===== src/rtl/btn_conditioner.sv =====
// Push-button conditioner: 2-flop synchroniser, debounce filter and one-hot press pulse per button.
// Optional auto-repeat for REPEAT_MASK buttons is enabled by defining BTN_AUTOREPEAT_EN.
module btn_conditioner #(
  parameter int              N_BTN        = 3,
  parameter int              DB_CYCLES    = 65536,
  parameter int              REPEAT_DELAY = 25000000,
  parameter int              REPEAT_RATE  = 5000000,
  parameter logic [N_BTN-1:0] REPEAT_MASK = 3'b110
) (
  input  logic             clk_i,
  input  logic             rst_ni,
  input  logic [N_BTN-1:0] btn_i,
  output logic [N_BTN-1:0] btn_lvl_o,
  output logic [N_BTN-1:0] press_o
);

  localparam int CNT_W = (DB_CYCLES > 2) ? $clog2(DB_CYCLES) : 1;
  localparam logic [CNT_W-1:0] CNT_TERM = CNT_W'(DB_CYCLES - 1);

  logic [N_BTN-1:0] s1_q, s1_d;
  logic [N_BTN-1:0] s2_q, s2_d;
  logic [N_BTN-1:0] lvl_q, lvl_d;
  logic [N_BTN-1:0] press_q, press_d;
  logic [CNT_W-1:0] cnt_q [N_BTN];
  logic [CNT_W-1:0] cnt_d [N_BTN];
  logic [N_BTN-1:0] rise;
  logic [N_BTN-1:0] press_sel;

`ifdef BTN_AUTOREPEAT_EN
  localparam int IDX_W = (N_BTN > 1) ? $clog2(N_BTN) : 1;

  typedef enum logic [1:0] {REP_IDLE, REP_DELAY, REP_RATE} rep_state_e;

  rep_state_e       rep_state_q, rep_state_d;
  logic [IDX_W-1:0] act_idx_q, act_idx_d;
  logic [27:0]      rcnt_q, rcnt_d;
  logic [27:0]      rep_term;
  logic             act_hold;
  logic             rep_fire;
  logic [N_BTN-1:0] act_onehot;
  logic [IDX_W-1:0] press_idx;
`endif

  always_comb begin
    s1_d = btn_i;
    s2_d = s1_q;
    lvl_d = lvl_q;
    rise = '0;
    for (int i = 0; i < N_BTN; i++) begin
      cnt_d[i] = cnt_q[i];
      if (s2_q[i] == lvl_q[i]) begin
        cnt_d[i] = '0;
      end else if (cnt_q[i] != CNT_TERM) begin
        cnt_d[i] = cnt_q[i] + 1'b1;
      end else begin
        lvl_d[i] = s2_q[i];
        cnt_d[i] = '0;
        rise[i]  = s2_q[i];
      end
    end
    // Lowest-index candidate wins; the rest are dropped, not deferred.
    press_sel = rise & (~rise + N_BTN'(1));

`ifdef BTN_AUTOREPEAT_EN
    rep_state_d = rep_state_q;
    act_idx_d   = act_idx_q;
    rcnt_d      = rcnt_q;
    rep_fire    = 1'b0;
    act_hold    = 1'b0;
    act_onehot  = '0;
    press_idx   = '0;
    for (int i = 0; i < N_BTN; i++) begin
      if (act_idx_q == IDX_W'(i)) begin
        act_onehot[i] = 1'b1;
        act_hold      = lvl_q[i] & lvl_d[i];
      end
      if (press_sel[i]) begin
        press_idx = IDX_W'(i);
      end
    end
    rep_term = (rep_state_q == REP_DELAY) ? 28'(REPEAT_DELAY - 1) : 28'(REPEAT_RATE - 1);

    if (rep_state_q != REP_IDLE) begin
      // A falling level cancels the repeat on the very edge it would fire.
      if (!act_hold) begin
        rep_state_d = REP_IDLE;
        rcnt_d      = '0;
      end else if (rcnt_q == rep_term) begin
        rep_fire    = 1'b1;
        rcnt_d      = '0;
        rep_state_d = REP_RATE;
      end else begin
        rcnt_d = rcnt_q + 28'd1;
      end
    end

    if (press_sel != '0) begin
      press_d = press_sel;
      rcnt_d  = '0;
      if ((press_sel & REPEAT_MASK) != '0) begin
        rep_state_d = REP_DELAY;
        act_idx_d   = press_idx;
      end else begin
        rep_state_d = REP_IDLE;
      end
    end else if (rep_fire) begin
      press_d = act_onehot;
    end else begin
      press_d = '0;
    end
`else
    press_d = press_sel;
`endif
  end

  always_ff @(posedge clk_i or negedge rst_ni) begin
    if (!rst_ni) begin
      s1_q    <= '0;
      s2_q    <= '0;
      lvl_q   <= '0;
      press_q <= '0;
      for (int i = 0; i < N_BTN; i++) begin
        cnt_q[i] <= '0;
      end
`ifdef BTN_AUTOREPEAT_EN
      rep_state_q <= REP_IDLE;
      act_idx_q   <= '0;
      rcnt_q      <= '0;
`endif
    end else begin
      s1_q    <= s1_d;
      s2_q    <= s2_d;
      lvl_q   <= lvl_d;
      press_q <= press_d;
      for (int i = 0; i < N_BTN; i++) begin
        cnt_q[i] <= cnt_d[i];
      end
`ifdef BTN_AUTOREPEAT_EN
      rep_state_q <= rep_state_d;
      act_idx_q   <= act_idx_d;
      rcnt_q      <= rcnt_d;
`endif
    end
  end

  assign btn_lvl_o = lvl_q;
  assign press_o   = press_q;

endmodule


===== config.mk =====
export PLATFORM = sky130hd
export DESIGN_NAME = btn_conditioner
export DESIGN_NICKNAME = d
export VERILOG_FILES = /design/src/rtl/btn_conditioner.sv
export SDC_FILE = /design/constraint.sdc
export NUM_CORES = 1
export LEC_CHECK = 0
export ABC_AREA = 1
export ABC_CLOCK_PERIOD_IN_PS = 2500
export CAP_MARGIN = 30
export CORE_AREA = 2 2 62 93
export DETAILED_ROUTE_END_ITERATION = 12
export DIE_AREA = 0 0 64 95
export PLACE_DENSITY = 0.84
export SYNTH_ARGS = -nofsm -noshare
export SYNTH_HDL_FRONTEND = slang
export SYNTH_SLANG_ARGS = --single-unit

===== constraint.sdc =====
create_clock -name clk_i -period 2.5 [get_ports clk_i]
set_clock_uncertainty 0.15 [all_clocks]
set_input_delay 0.5 -clock clk_i [delete_from_list [all_inputs] [get_ports clk_i]]
set_output_delay 0.5 -clock clk_i [all_outputs]
set_load 0.005 [all_outputs]

==> impl_results.md <==
* Status: finished clean
* Crit-path cells: clkdlybuf4s50_1
* Setup TNS at 0 ns
* Synth area leader: dfrtp_1
* Total power at 0.00184 W
* Via count at 2420
* Yosys reg bits at 60
* Period utilization at 77.1%
* Switching Power at 0.000446 W
* First-pass GRT wire length at 10.5 mm
* Peak Freq at 519 MHz
* H-tree Lvls at 3
* Critical R2R Launch: cnt_q[16]$_DFF_PN0_
* Post-CTS Setup Bufs at 0
* CP max stage delay at 0.52 ns
* Clk root buf: clkbuf_8
* Ys flop type: dfrtp_1
* Flop pwr share at 54.6%
* Setup Viol. Count Final at 0
* DIE WIDTH at 64 um
* Clk sinks at 60
* CP max-delay cell: clkdlybuf4s50_1
* Met2 WL at 3.12 mm
* Worst Hold Class: reg2reg
* Hold_sp: s1_q[0]$_DFF_PN0_
* Crit path launch type: flop
* Cell count after synthesis at 375
* Port Buf Inserts at 10
* Worst r2r dst: cnt_q[17]$_DFF_PN0_
* Switching share of power at 24.2%
* Worst skew pair latency at 0.35 ns
* Async SR Flop Fraction at 100%
* Cts repair resizes at 0
* Worst-path fanout max at 3
* Tightest Pin Transition at 0.641 ns
* Core Box Area at 5330 sq um
* Clock power share at 41.2%
* Routed wire length at 5.82 mm
* Post-synthesis sequential area ratio at 49.6%
* RSZ-0062 raised after global routing: false
* Syn-to-layout area delta at 12.6%
* Number of enable flip-flop cells after synthesis at 0
* Met3 routed WL at 152 um
* Part of the power in combinational logic at 4.2%
* Slew headroom at 57.1%
* Avg WL per Cell at 12.3 um
* Pwr Density at 539 nW/um^2
* Vias in the first global route at 2421
* Rows at 33
* # Max-Cap Violations at 0
* CP required at 1.85 ns
* Post-synth top cells: nor2_1, nand2_1, dfrtp_1
* Buf/Inv on CP at 1
* Die height at 95 um
* Layout cells sized above 1 at 10.7%
* RePlAce Congestion at 0.886
* R2R Setup Slk at 0.86 ns
* GRT Total Usage at 22.5%
* Multi-input logic area at 1360 sq um
* Synth Area per Inst at 8.07 sq um
* Antenna Cells at 0
* TritonCTS Buffers at 9
* Leakage at 1.56 nW
* Layout net count at 406
* DP HPWL at 4.26 mm
* Via density at 5.12
* Final Hold Vio Count at 0
* Metal-1 WL at 2.33 mm
* I/O pin count at 11
* CTS Buffer Depth at 2
* WHS Endpoint: s2_q[0]$_DFF_PN0_
* Worst path top cell family by delay: buffers and inverters
* Worst hold path cell count at 0
* Post-synth cell types at 29
* Synth warnings at 0
* Top sig layer: met4
* Internal at 0.00139 W
* Count leader, synth: nor2_1
* Register area at 1500 sq um
* Cell Area, Synth at 3030 sq um
* Synth top area share at 49.6%
* CTS Hold Bufs at 1
* Detailed Routing Iterations Pass 1 at 4
* WS Path Type: reg2out
* Antenna violations before repair at 0
* Syn_nets at 383
* Maximum vdd drop at 0.000339 V
* Cells on worst reg2reg path at 8
* Largest net degree at the start of global routing at 38
* DRC at 0
* 1st-iter DRT viols at 139
* Filler Cells Inserted at 419
* Top cells by area, synth: dfrtp_1, nor2_1, nand2_1
* Clock period minus worst slack at 1.93 ns
* Initial core utilization at 56.8%
* GRT overflow at 0
* CTS tree: yes
* Antenna-violating nets left at 0
* Slew Limit Fails at 0
* Clock Pin Slew Worst Setup and Hold Paths at 0.06 ns
* Total die area at 6080 sq um
* Crit end category: primary output
* CP arrival at 1.28 ns
-- worst max path at each step --
stage / end / slack, ns / startpoint / cells past startpoint
3_5_place_dp: cnt_q[17]$_DFF_PN0_ / 0.86 / cnt_q[16]$_DFF_PN0_ / 8
5_1_grt: btn_lvl_o[1] / 0.53 / btn_lvl_o[1]$_DFFE_PN0P_ / 1
4_1_cts: btn_lvl_o[1] / 0.55 / btn_lvl_o[1]$_DFFE_PN0P_ / 1
3_3_place_gp: cnt_q[16]$_DFF_PN0_ / 0.91 / cnt_q[16]$_DFF_PN0_ / 8
2_1_floorplan: cnt_q[16]$_DFF_PN0_ / 1.01 / cnt_q[16]$_DFF_PN0_ / 8
6_report: btn_lvl_o[1] / 0.57 / btn_lvl_o[1]$_DFFE_PN0P_ / 1
-- cells by family after synthesis --
group / count (synthesis) / share of synthesized area, %
compound gates: 24 / 4.26
xor+xnor: 20 / 6.03
fa+ha+maj: 3 / 1.24
buf+inv: 45 / 5.62
flops: 60 / 49.6
simple gates: 223 / 33.3
-- stage by stage --
step,utilization [%],area [sq um],cells,hold slack [ns],worst slack (ns)
after global placement,60.7,3230,456,0.184,0.915
after detailed placement,60.7,3230,456,0.191,0.863
after global routing,64.0,3410,473,0.209,0.527
after CTS,64.0,3410,473,0.205,0.549
after floorplan,-,3030,375,0.0544,1.01
final,64.0,3410,473,0.204,0.574
-- layout make-up --
cell class                      count  area share (%)
Sequential cell                    60            44.0
Multi-Input combinational cell    270            39.8
Inverter                           45            4.99
Clock buffer                       11            4.15
Timing Repair Buffer               12            3.67
Tap cell                           70            2.57
Clock inverter                      5           0.807
-- routing by layer --
layer	track usage, %	vias to the layer above
met5	0	-
met4	16.5	0
met3	4.65	19
met2	38.1	43
met1	24.8	1136
li1	-	1222
-- sequential cells by signal, indices dropped and copies added (netlist names) --
name / count
press_o: 3
cnt_q: 48
s1_q: 3
btn_lvl_o: 3
s2_q: 3
-- worst register-to-register path, cell delays in order, from the launching register on --
cell and delay, ns:
dfrtp_1 0.42, ha_1 0.23, nand2_1 0.12, nor2_4 0.15, nand2_4 0.09, nor2_8 0.14, nor2_4 0.07, inv_2 0.11
nor2_1 0.05
-- power groups by stage --
stage	clock network [W]	logic, W	registers [W]
finish	0.000758	0.0000773	0.00100
global placement	0	0.0000759	0.00102
floorplan	0	0.0000394	0.00102
CTS	0.000773	0.0000798	0.00100
global route	0.000814	0.0000896	0.00100
detailed placement	0	0.0000787	0.00102
-- cells in the final DEF, fill, tap and decap left out --
| master | netlist | routed |
|---|---|---|
| o21bai_1 | 3 | 3 |
| dlygate4sd3_1 | 0 | 1 |
| clkinv_2 | 1 | 5 |
| nand2_4 | 1 | 1 |
| nor3b_1 | 3 | 3 |
| nor2_2 | 6 | 6 |
| nor3_2 | 2 | 2 |
| dfrtp_1 | 60 | 60 |
| clkbuf_1 | 0 | 1 |
| a31oi_1 | 1 | 1 |
| nand3b_1 | 1 | 1 |
| clkinv_1 | 1 | 1 |
| nand4_1 | 3 | 3 |
| o21ai_0 | 7 | 7 |
| nand3_1 | 21 | 21 |
| o21ai_1 | 5 | 5 |
| inv_2 | 2 | 2 |
| ha_1 | 3 | 3 |
| buf_12 | 0 | 1 |
| nand2_1 | 81 | 81 |
| a21oi_1 | 8 | 8 |
| nand4_2 | 1 | 1 |
| clkdlybuf4s50_1 | 0 | 9 |
| nor2_1 | 87 | 87 |
| nand2_2 | 5 | 5 |
| nand3_2 | 2 | 2 |
| nor2_8 | 1 | 1 |
| xnor2_1 | 4 | 4 |
| inv_1 | 41 | 41 |
| xnor2_2 | 1 | 1 |
| clkbuf_8 | 0 | 10 |
| nor3_1 | 5 | 5 |
| xor2_1 | 15 | 15 |
| buf_2 | 0 | 1 |
| clkinvlp_4 | 0 | 1 |
| nor2_4 | 4 | 4 |
No activity file was read; power rests on OpenSTA's default activity.
